**src/rtl/layer_argmax.sv**
```systemverilog
// layer_argmax: captures one vector of NN signed neuron outputs and scans it
// serially, one compare per cycle. It reports the index and value of the
// largest element. On ties the lowest index wins.
//
// state | meaning
// ------+------------------------------------------------------------
// IDLE  | waiting for a fully valid input vector
// SCAN  | walking the captured vector; commits the result when cnt==NN
// DONE  | result valid pulse cycle; may accept the next vector
module layer_argmax #(
    parameter int NN        = 10,
    parameter int dataWidth = 16,
    parameter int IDX_W     = 4
) (
    input  logic                      clk,
    input  logic                      rst,
    input  logic [NN-1:0]             i_valid,
    input  logic [NN*dataWidth-1:0]   i_data,
    output logic                      o_valid,
    output logic [IDX_W-1:0]          o_idx,
    output logic [dataWidth-1:0]      o_max,
    output logic                      o_busy,
    output logic                      o_drop
);

    typedef enum logic [1:0] {
        ST_IDLE = 2'd0,
        ST_SCAN = 2'd1,
        ST_DONE = 2'd2
    } state_t;

    // The counter is one bit wider than the index so that the value NN itself can be held.
    localparam logic [IDX_W:0] NN_CNT = (IDX_W+1)'(NN);

    state_t                      r_state;
    logic [NN*dataWidth-1:0]     r_buf;
    logic [IDX_W:0]              r_cnt;
    logic [dataWidth-1:0]        r_run_max;
    logic [IDX_W-1:0]            r_run_idx;
    logic                        r_valid;
    logic [IDX_W-1:0]            r_idx;
    logic [dataWidth-1:0]        r_max;
    logic                        r_drop;

    logic                        w_all_valid;
    logic                        w_any_valid;
    logic                        w_accept;
    logic [IDX_W-1:0]            w_cnt_idx;
    logic [dataWidth-1:0]        w_cur;
    logic                        w_greater;

    assign w_all_valid = &i_valid;
    assign w_any_valid = |i_valid;
    assign w_accept    = w_all_valid && ((r_state == ST_IDLE) || (r_state == ST_DONE));
    assign w_cnt_idx   = r_cnt[IDX_W-1:0];
    // The element under the cursor is only consumed while cnt<NN.
    assign w_cur       = r_buf[w_cnt_idx*dataWidth +: dataWidth];
    assign w_greater   = $signed(w_cur) > $signed(r_run_max);

    // Capture, serial scan, commit, and the drop/valid pulses.
    always_ff @(posedge clk) begin
        if (!rst) begin
            r_state   <= ST_IDLE;
            r_buf     <= '0;
            r_cnt     <= '0;
            r_run_max <= '0;
            r_run_idx <= '0;
            r_valid   <= 1'b0;
            r_idx     <= '0;
            r_max     <= '0;
            r_drop    <= 1'b0;
        end else begin
            r_valid <= 1'b0;
            r_drop  <= w_any_valid && !w_accept;

            case (r_state)
                ST_IDLE: begin
                    r_state <= ST_IDLE;
                end
                ST_SCAN: begin
                    if (r_cnt == NN_CNT) begin
                        r_idx   <= r_run_idx;
                        r_max   <= r_run_max;
                        r_valid <= 1'b1;
                        r_state <= ST_DONE;
                    end else begin
                        if (w_greater) begin
                            r_run_max <= w_cur;
                            r_run_idx <= w_cnt_idx;
                        end
                        r_cnt <= r_cnt + 1'b1;
                    end
                end
                ST_DONE: begin
                    r_state <= ST_IDLE;
                end
                default: begin
                    r_state <= ST_IDLE;
                end
            endcase

            // An accepted vector overrides the IDLE/DONE next-state choice above.
            if (w_accept) begin
                r_buf     <= i_data;
                r_run_max <= i_data[dataWidth-1:0];
                r_run_idx <= '0;
                r_cnt     <= (IDX_W+1)'(1);
                r_state   <= ST_SCAN;
            end
        end
    end

    assign o_valid = r_valid;
    assign o_idx   = r_idx;
    assign o_max   = r_max;
    assign o_drop  = r_drop;
    assign o_busy  = (r_state != ST_IDLE);

endmodule

```
**config.mk**
```make
export PLATFORM = sky130hd
export DESIGN_NAME = layer_argmax
export DESIGN_NICKNAME = d
export VERILOG_FILES = /design/src/rtl/layer_argmax.sv
export SDC_FILE = /design/constraint.sdc
export NUM_CORES = 1
export LEC_CHECK = 0
export ABC_AREA = 0
export ABC_CLOCK_PERIOD_IN_PS = 3200
export CAP_MARGIN = 20
export CORE_ASPECT_RATIO = 1.75
export CORE_MARGIN = 5
export CORE_UTILIZATION = 47
export CTS_CLUSTER_DIAMETER = 50
export CTS_CLUSTER_SIZE = 24
export DETAILED_ROUTE_END_ITERATION = 8
export HOLD_SLACK_MARGIN = 0.06
export PLACE_DENSITY = 0.77
export RECOVER_POWER = 25
export SYNTH_ARGS = -nofsm -noshare
export SYNTH_HDL_FRONTEND = slang
export SYNTH_SLANG_ARGS = --single-unit
```
**constraint.sdc**
```tcl
create_clock -name clk -period 3.2 [get_ports clk]
set_clock_uncertainty 0.15 [all_clocks]
set_input_delay 0.96 -clock clk [delete_from_list [all_inputs] [get_ports clk]]
set_output_delay 0.96 -clock clk [all_outputs]
set_load 0.01 [all_outputs]
```
==> results of run 1 <==
[metrics by stage]
step	hold WS, ns	cell area, um2
2_1_floorplan	0.287	9810
3_3_place_gp	0.296	12300
3_5_place_dp	0.303	12300
4_1_cts	0.316	13100
5_1_grt	0.331	13300
6_report	0.315	13300
[routing by layer]
layer	up-vias	part of all wire (%)	wire length (um)	track usage, %
li1	4308	-	-	-
met1	4295	36	11400	27.5
met2	409	50	15500	43.5
met3	128	6.8	2120	4.00
met4	0	7.3	2280	16.0
met5	-	0	0	0
[registers in the layout (all words and copies together) (netlist names)]
signal and flops:
o_idx 4, o_drop 1, r_cnt 5, r_run_idx 4, o_max 16, r_buf 160
o_valid 1, r_run_max 16, r_state 2
[worst reg2reg max path, cell delays in order, from the launching register on]
cell,delay [ns]
dfxtp_4,0.41
buf_12,0.15
buf_8,0.11
mux4_2,0.52
nor2_4,0.13
o41ai_4,0.08
ha_1,0.33
nand4_1,0.15
buf_4,0.18
nor3_4,0.16
a21boi_4,0.25
o31ai_4,0.10
buf_6,0.15
buf_4,0.15
o32a_2,0.34
o311a_1,0.15
[cell families (layout without fill, tap and decap cells)]
kind of cell	count (synthesis)	in the layout	share of synthesized area, %
compound gates	287	287	23.3
xor+xnor	4	4	0.360
fa+ha+maj	18	18	2.31
buf+inv	108	329	5.19
flops	209	209	42.9
mux	32	32	5.74
other cells	0	2	0
simple gates	472	473	20.2
[final timing paths]
| check | cells after the start | end | start | slack [ns] |
|---|---|---|---|---|
| min reg2reg | 2 | r_buf[77] | r_buf[77] | 0.31 |
| max reg2reg | 15 | r_run_max[10] | r_cnt[0] | -0.41 |
| min | 2 | r_buf[77] | r_buf[77] | 0.31 |
| max | 15 | r_run_max[10] | r_cnt[0] | -0.41 |
[timing repair]
| action | CTS | global route |
|---|---|---|
| cloned | 4 | 2 |
| resized for setup | 50 | 27 |
| setup endpoints to repair | 20 | 20 |
| setup buffers | 6 | 8 |
| pin swaps | 12 | 26 |
[power groups by stage]
stage / registers, mW / clock network (mW) / logic, mW
global placement: 2.66 / 0 / 0.305
finish: 2.60 / 1.90 / 0.319
floorplan: 2.66 / 0 / 0.0694
global route: 2.60 / 2.02 / 0.336
CTS: 2.60 / 1.92 / 0.316
detailed placement: 2.66 / 0 / 0.306
[synth_stat cells (all sizes together), types with 4 or more instances]
master,n,area share (%)
o32a,15,1.7
a211oi,34,2.6
nor2,26,1.0
o21ai,5,0.26
a21boi,183,14
o41ai,15,1.4
nand2,381,15
ha,18,2.3
a21oi,10,0.55
o311a,16,1.6
mux2,16,1.8
clkbuf,58,2.2
nand4,8,0.58
buf,34,2.3
nand3,4,0.21
dfxtp,209,43
mux4,16,3.9
inv,16,0.62
nor2b,34,2.2
[layout make-up]
type / count / area, um2
Timing Repair Buffer: 289 / 2900
Sequential cell: 209 / 4190
Clock buffer: 17 / 393
Tap cell: 248 / 310
Multi-Input combinational cell: 814 / 5400
Inverter: 16 / 60.1
Antenna cell: 2 / 5.00
Fill cell: 1632 / 7040
Clock inverter: 7 / 75.1
==> impl_results.md, run 1 <==
* Outcome: finished, violations left
* Failing checks: negative setup slack
* # IOs at roughly 200
* Fmax at around 0.28 GHz
* DP Worst Slack at -0.621 ns
* Wire length per cell at 19.6 um
* Full die area at 23800 um2
* Final cycle utilization of the critical path at 113%
* DRC errors left at 0
* Vias in the first global route at 8987
* Slowest cell delay on critical path at 0.52 ns
* Clk pwr share at about two fifths
* Tot GR Track Use at between 20% and 30%
* Number of warnings issued by yosys at 0
* CP max-delay cell: mux4_2
* Unrepaired setup endpoints after global routing: true
* Drt first pass iters at 5
* Register bit total from synthesis at 209
* Total power at 4.82 mW
* First-pass GRT wire length at 47700 um
* Dpl cells at 1558
* CP Data Required Time at 3.43 ns
* Final std cells w/o fill at 1602
* Worst IR Drop VDD at 0.000419 V
* H-tree depth at 1
* Post-synth EDFFs at 0
* Crit path launch type: flip-flop
* Most common cell after layout, fill and taps aside: nand2_1
* Sequential Power Share at roughly 54%
* FP Rows at 69
* Routed vias/inst at 5.71
* Number of port buffers at 194
* Worst rel slew slack at 58.6%
* Top delay family on crit path: compound AO/OA/AOI/OAI gates
* Worst Path Buf+Inv at 5
* Final hold violations at 0
* Initial drt markers at 678
* CTS root buf: clkbuf_16
* Path category of the worst min-delay check: reg2reg
* Final setup violation count at 20
* Distinct cells, synth at 56
* Internal power at 3.74 mW
* Final core utilization at 65.5%
* Worst Setup Path Type: reg2reg
* CP Max Fanout at 8
* Mapped Area at about 10000 um2
* Total gr overflow at 0
* Final HPWL DP at 22300 um
* CTS buffer count at 14
* Post-route ant nets at 0
* Avg Inst Size Synth at roughly 8.6 um2
* Final Critical Period at around 3.6 ns
* Fraction of registers with async set or reset after synthesis at 0%
* Initial antenna violation count at 2
* Nets at about 1500
* CTS Hold Buffers Added at 0
* Clock-pin slew on the worst setup and hold paths at about 0.10 ns
* Die W at approximately 120 um
* Ys flop type: dfxtp_1
* Register area share after synthesis at roughly 43%
* Slew Viols, Final at 0
* Psw at 1.07 mW
* Leakage at 4.71 nW
* Worst Setup End Kind: flip-flop
* Final setup TNS at -6.28 ns
* Clock Latency Late Sink at 0.49 ns
* Routed via count at 9140
* Most used cell, CP: buf_4
* Commonest non-fill, non-tap cells in the layout: 379 x nand2_1, 205 x dfxtp_1, 193 x clkdlybuf4s50_1
* Syn_nets at roughly 1300
* Largest net degree at the start of global routing at 131
* Post-route setup slack at -0.412 ns
* Initial Utilization at between 40% and 50%
* PD cells at between 300 and 400 nW/um2
* Sink Count at 209
* Max-cap viol count at 0
* Routability congestion estimate at roughly 1
* Share of cells above drive strength 1 at 16.4%
* Area grow syn2layout at 36.9%
* Post-Syn Instances at approximately 1100
* Core Footprint at 20400 um2
* Worst-Margin Slew at 0.620 ns
* WL final at around 31000 um
* Switching Share at roughly 22%
* Clock buffer depth at 3
* Crit-path cells: buf_12 > buf_8 > mux4_2 > nor2_4 > o41ai_4 > ha_1 > nand4_1 > buf_4 > nor3_4 > a21boi_4 > o31ai_4 > buf_6 > buf_4 > o32a_2 > o311a_1
* Crit path DAT at between 3 and 4 ns
* Die height at about 200 um
* Comb power frac at 6.6%
* CTS tree: built
Note: power is estimated with default switching activity, not from simulation.
==> inputs of run 2 (changes only) <==
ABC_AREA = 1   (was 0)
HOLD_SLACK_MARGIN = default   (was 0.06)
==> run 2 against run 1 <==
  * Cell area is 8.1% lower
  * Clock power is 3% lower
  * Fmax is 17% higher
  * Highest routed layer unchanged
  * Combinational power is 10% higher
  * First-iteration DRC count is 12% higher
  * Global-route usage is 0.99 points lower
  * The run now ends clean
==> impl_results.md, run 2 <==
* Top delay family on crit path: simple AND/OR/NAND/NOR gates
* Top cells by count, synth: 381 x nor2_1, 212 x nand2_1, 209 x dfxtp_1, 195 x o21ai_0, 60 x nand3_1
* Worst IR Drop VDD at approximately 0.00038 V
* Tot GR Track Use at 23.8%
* Vias in the first global route at around 9000
* Psw at approximately 1.1 mW
* Adder-Cell Fraction of Synth Area at roughly 2.4%
* Post-Synth Simple-Gate Area at 27.7%
* FF+latch area at 4190 um2
* Post-synthesis xor/xnor area fraction at 0%
* Drt first pass iters at 5
* CTS buffer count at 14
* Max reg flops at 160
* # fillers at 1807
* Worst Setup Path Type: reg2reg
* Hold Path Sink: o_idx[0]
* Wire length per cell at approximately 16 um
* CP max-delay cell: dfxtp_4
* Worst Path Buf+Inv at 2
* Mapped Area at 9460 um2
* Final std cells w/o fill at roughly 1800
* CTS tree: built
* Post-synth EDFFs at 0
* CP Data Required Time at 3.42 ns
* Initial antenna violation count at 1
* PD cells at approximately 390 nW/um2
* Largest family of logic cells by synthesized area: simple AND/OR/NAND/NOR gates
* Avg Inst Size Synth at 6.93 um2
* Reg2reg path depth at 18
* Post-route ant nets at 0
* Commonest non-fill, non-tap cells in the layout: 379 x nor2_1, 211 x nand2_1, 208 x dfxtp_1
* Internal power at 3.70 mW
* Hold Crit Depth at 2
* Outcome: finished, final reports clean
* Area grow syn2layout at 29.6%
* Path category of the worst min-delay check: reg2reg
* Final cycle utilization of the critical path at 96.8%
* Most common cell after layout, fill and taps aside: nor2_1
* Final core utilization at about 62%
* # IOs at 195
* R2r startpoint: r_cnt[0]
* Unrepaired setup endpoints after global routing: true
* Mux contribution to synthesized area at 0%
* Sink Count at 209
* Most used cell, CP: nand2_1
* WL final at roughly 29000 um
* Die W at 117 um
* Final HPWL DP at around 21000 um
* DRC errors left at 0
* Ys flop type: dfxtp_1
* Reg2reg end: r_run_max[1]
* Register bit total from synthesis at about 210
* Die height at 198 um
* Largest reg by FF count: r_buf
* Post-route setup slack at between 0.1 and 0.15 ns
* Distinct cells, synth at 31
* CP Max Fanout at 20
* Synth top area share at between 40 and 50%
* Worst Setup End Kind: flip-flop
* Number of warnings issued by yosys at 0
* Clock buffer depth at 3
* Final setup violation count at 0
* CTS root buf: clkbuf_16
* Routability congestion estimate at 0.877
* Slowest cell delay on critical path at 0.38 ns
* Crit-path cells: inv_2 > buf_4 > o21ai_0 > o211ai_1 > nand3_1 > nand2_1 > ha_1 > nand2_1 > nor2_2 > nand2_1 > nand2_1 > nand2_1 > nand2_1 > nand2_1 > nand2_4 > nand2_8 > a21oi_2 > nor2_1
* Routed vias/inst at about 5.3
* R2R Setup Slk at 0.10 ns
* Crit path DAT at 3.31 ns
* Total power at 4.80 mW
* FP Rows at 68
* Nets at 1705
* Clock-pin slew on the worst setup and hold paths at 0.09 ns
* Total gr overflow at 0
* Clk pwr share at a little under two fifths
* Leading area contributor after synthesis: dfxtp_1
* Number of port buffers at 194
* Largest net degree at the start of global routing at 105
* Worst rel slew slack at 55.5%
* Full die area at around 23000 um2
* Initial Utilization at a little under half
* Top-count cell post-synth: nor2_1
* Routed via count at 9458
* Core Footprint at 19700 um2
* Final hold slack at 0.312 ns
* Comb power frac at approximately 7.3%
* Crit path launch type: flip-flop
* Post-Syn Instances at 1364
* DP Worst Slack at about 0.038 ns
* Share of cells above drive strength 1 at between 6 and 7%
* Area of the multi-input gates at 4690 um2
* Sequential Power Share at 54.3%
* Clock Latency Late Sink at 0.48 ns
* Setup Buffers After CTS at 0
* Fmax at 0.323 GHz
* Leakage at 4.90 nW
* Compound-Gate Fraction of Synth Area at 18.3%
* H-tree depth at 1
* Worst-Margin Slew at ~0.67 ns
* Dpl cells at between 1500 and 2000
* Final Critical Period at 3.10 ns
* Switching Share at 22.8%
* Syn_nets at 1554
* Fraction of registers with async set or reset after synthesis at 0%
* Register area share after synthesis at between 40% and 50%
* Slew Viols, Final at 0
* HP Start: o_idx[0]
* Max-cap viol count at 0
* First-pass GRT wire length at 44100 um
* Ranking of synthesized cells by area: dfxtp_1 44%, nor2_1 15%, o21ai_0 10%
* Initial drt markers at 758
* Final hold violations at 0
==> run 2: cell types whose count changed in the layout (fill, tap and decap cells not counted), sizes merged, moves of 33 or more <==
| cell | change |
|---|---|
| a21boi | -183 |
| nand2 | -165 |
| a211oi | -33 |
| o21ai | +191 |
| nor2 | +354 |
| a21oi | +41 |
| buf | -54 |
| inv | +45 |
| nor2b | -34 |
| o211ai | +48 |
| nand3 | +57 |
==> run 2: repair_timing <==
action | CTS | global route
resized for setup | 0 | 25
hold buffers | 0 | 0
setup endpoints to repair | 0 | 20
==> run 2: kinds of logic (layout without fill, tap and decap cells) <==
| group | count (synthesis) | in the layout |
|---|---|---|
| AOI/OAI and AO/OA | 314 | 314 |
| adders and majority gates | 18 | 18 |
| buffers and inverters | 158 | 314 |
| DFF | 209 | 209 |
| other | 0 | 1 |
| and+or+nand+nor | 665 | 667 |
==> run 2: through the flow <==
stage          setup TNS [ns]  cell area [um2]
5_1_grt                 -1.10            12300
3_5_place_dp                0            11700
2_1_floorplan               0             9460
6_report                    0            12300
3_3_place_gp                0            11700
4_1_cts                     0            12100
==> run 2: cell type report <==
type | count | area share [%]
timing repair buffer | 233 | 19.6
clock inverter | 8 | 0.541
multi-input combinational | 999 | 38.3
sequential | 209 | 34.2
clock buffer | 15 | 3.06
antenna | 1 | 0.0204
tap | 245 | 2.50
inverter | 58 | 1.80
==> run 2: worst reg2reg max path, delay by kind of cell, from the launching register on <==
family | cells | cell delay [ns]
and+or+nand+nor | 12 | 1.18
DFF | 1 | 0.38
adders and majority gates | 1 | 0.31
buffers and inverters | 2 | 0.26
AOI/OAI and AO/OA | 3 | 0.71
==> run 2: power by group through the flow <==
stage                     Sequential [mW]  Combinational [mW]  Clock [mW]
after floorplan                      2.66              0.0915           0
after global placement               2.66               0.346           0
after detailed placement             2.66               0.347           0
after CTS                            2.60               0.349        1.86
after global routing                 2.60               0.376        1.96
final                                2.60               0.352        1.84
==> run 2: per-layer routing <==
| layer | share of wire (%) | track usage (%) | wire, um |
|---|---|---|---|
| met1 | 38 | 28.2 | 10900 |
| met2 | 49 | 40.6 | 14000 |
| met3 | 5.9 | 2.24 | 1680 |
| met4 | 7.1 | 14.6 | 2020 |
| met5 | 0 | 0 | 0 |
==> run 2: how the worst max path moves through the flow <==
stage                    start            to  slack [ns]  depth (start not counted)
floorplan             r_cnt[1]  r_run_max[0]        0.57                         16
global placement    i_valid[2]     r_buf[78]        0.09                          7
detailed placement  i_valid[2]     r_buf[78]        0.04                          7
CTS                   r_cnt[0]  r_run_max[4]        0.02                         21
global route          r_cnt[0]  r_run_max[2]       -0.08                         19
finish                r_cnt[0]  r_run_max[1]        0.10                         18
==> inputs of run 3 (changes only) <==
CORE_MARGIN = default   (was 5)
==> run 3 against run 2 <==
  * Sequential power barely moved
  * Largest power group unchanged
  * Setup slack improved by 0.029 ns
  * Flip-flop and latch count did not move
  * Fmax rose by 0.94%
  * Global-route usage rose by 3.1 points
  * Cell area rose by 0.86%
==> impl_results.md, run 3 (synthesis results as in run 2) <==
* WL final at around 28000 um
* Commonest non-fill, non-tap cells in the layout: 380 x nor2_1, 209 x nand2_1, 207 x dfxtp_1
* Routability congestion estimate at 0.953
* Number of diodes at 0
* Wire length per cell at about 16 um
* Initial Utilization at 47.9%
* Outcome: finished, final reports clean
* Worst-Margin Slew at 0.715 ns
* Worst Setup End Kind: flip-flop
* Final setup violation count at 0
* # IOs at between 150 and 200
* Die height at about 190 um
* Area after DPL at around 12000 um2
* Worst IR Drop VDD at about 0.00033 V
* Area of the multi-input gates at 4660 um2
* PD cells at 375 nW/um2
* Final HPWL DP at 20900 um
* Post-route setup slack at 0.132 ns
* H-tree depth at 1
* CTS buffer count at 13
* Crit path DAT at 3.29 ns
* Vias in the first global route at 8970
* Clock Latency Late Sink at between 0.4 and 0.5 ns
* Final core utilization at 62.6%
* HP Start: o_max[14]
* Nets at 1724
* CP Max Fanout at 18
* Crit path launch type: flip-flop
* Clock-pin slew on the worst setup and hold paths at approximately 0.090 ns
* Share of cells above drive strength 1 at around 6.6%
* Post-route ant nets at 0
* Setup Buffers After CTS at 0
* Initial drt markers at about 650
* Tot GR Track Use at between 20% and 30%
* First-pass GRT wire length at 43900 um
* Path category of the worst min-delay check: reg2reg
* CTS root buf: clkbuf_16
* Worst Setup Path Type: reg2reg
* Max reg flops at 160
* FF+latch area at 4190 um2
* Final hold violations at 0
* Largest net degree at the start of global routing at 108
* FP Rows at 68
* DP Worst Slack at 0.103 ns
* Core Footprint at 19700 um2
* Final Critical Period at 3.07 ns
* Clock buffer depth at 3
* Fmax at ~0.33 GHz
* Die W at between 100 and 150 um
* Final hold slack at 0.312 ns
* Most common cell after layout, fill and taps aside: nor2_1
* Reg2reg end: r_run_max[13]
* Worst rel slew slack at 52.3%
* CTS Hold Buffers Added at 0
* Hold Crit Depth at 2
* Unrepaired setup endpoints after global routing: true
* Routed vias/inst at 5.40
* # fillers at 1818
* Leakage at 5.06 nW
* Slew Viols, Final at 0
* Drt first pass iters at 5
* Hold Path Sink: o_max[14]
* Final instance area at 12400 um2
* Total gr overflow at 0
* Full die area at 20700 um2
* Routed via count at ~9600
* Max-cap viol count at 0
* CTS tree: built
* Initial antenna violation count at 0
* Final cycle utilization of the critical path at 95.9%
* CP Data Required Time at 3.42 ns
* Area grow syn2layout at 30.7%
* Number of port buffers at 194
* DRC errors left at 0
* Sink Count at 209
* R2r startpoint: r_cnt[0]
* Reg2reg path depth at 17
* R2R Setup Slk at roughly 0.13 ns
* Largest reg by FF count: r_buf
-- run 3: changes by cell type in the layout (fill, tap and decap cells not counted), moves of 4 or more --
cell / change
clkdlybuf4s50_1: -23
buf_4: +17
dlygate4sd3_1: +23
o21ai_1: -4
a21oi_2: -7
buf_12: +4
a21oi_1: +7
-- run 3: how the worst max path moves through the flow --
stage / endpoint / slack [ns] / from
final: r_run_max[13] / 0.13 / r_cnt[0]
after global routing: r_run_idx[2] / -0.05 / r_cnt[0]
after CTS: r_run_max[9] / 0.1 / r_cnt[1]
after detailed placement: r_buf[86] / 0.10 / i_valid[2]
after global placement: r_run_max[10] / 0.14 / i_valid[2]
after floorplan: r_run_max[0] / 0.57 / r_cnt[1]
-- run 3: per-stage QoR --
stage	TNS, ns	power (mW)	cells
6_report	0	4.64	1784
5_1_grt	-0.379	4.79	1784
4_1_cts	0	4.65	1781
3_5_place_dp	0	3.02	1761
3_3_place_gp	0	3.02	1761
2_1_floorplan	0	2.76	1364
-- run 3: where the power goes --
part           internal [mW]  leakage (nW)  total [mW]  switching, mW
Combinational          0.221          3.19       0.356          0.135
Sequential              2.60          1.68        2.60        0.00165
Clock                  0.790         0.188        1.68          0.888
Total                   3.61          5.06        4.64           1.02
-- run 3: timing repair --
action | CTS | global route
setup endpoints to repair | 0 | 20
endpoints found under the hold margin | 0 | 0
resized for setup | 0 | 13
-- run 3: final cells by class --
cell class	instances	share of cell area, %
Multi-Input combinational cell	999	37.7
Sequential cell	209	33.9
Timing Repair Buffer	253	21.1
Clock buffer	16	2.80
Tap cell	245	2.48
Inverter	58	1.78
Clock inverter	4	0.273
-- run 3: critical path, stage by stage (launching register included) --
cell and delay, ns:
dfxtp_2 0.33, buf_4 0.18, buf_12 0.16, nor2_1 0.10, nor2_1 0.05, o21ai_0 0.12
o211ai_1 0.13, buf_4 0.17, nand3_1 0.07, nand2_1 0.12, ha_1 0.33, nand2_1 0.07
nor2_1 0.05, buf_4 0.13, a21oi_4 0.37, nand2_4 0.18, a21oi_1 0.17, nor2_1 0.06
-- run 3: per-layer routing --
layer	track usage (%)	vias up	wire [um]
li1	-	4789	-
met1	31.9	4407	11200
met2	46.9	348	14200
met3	2.26	91	1270
met4	15.3	0	1740
met5	0	-	0
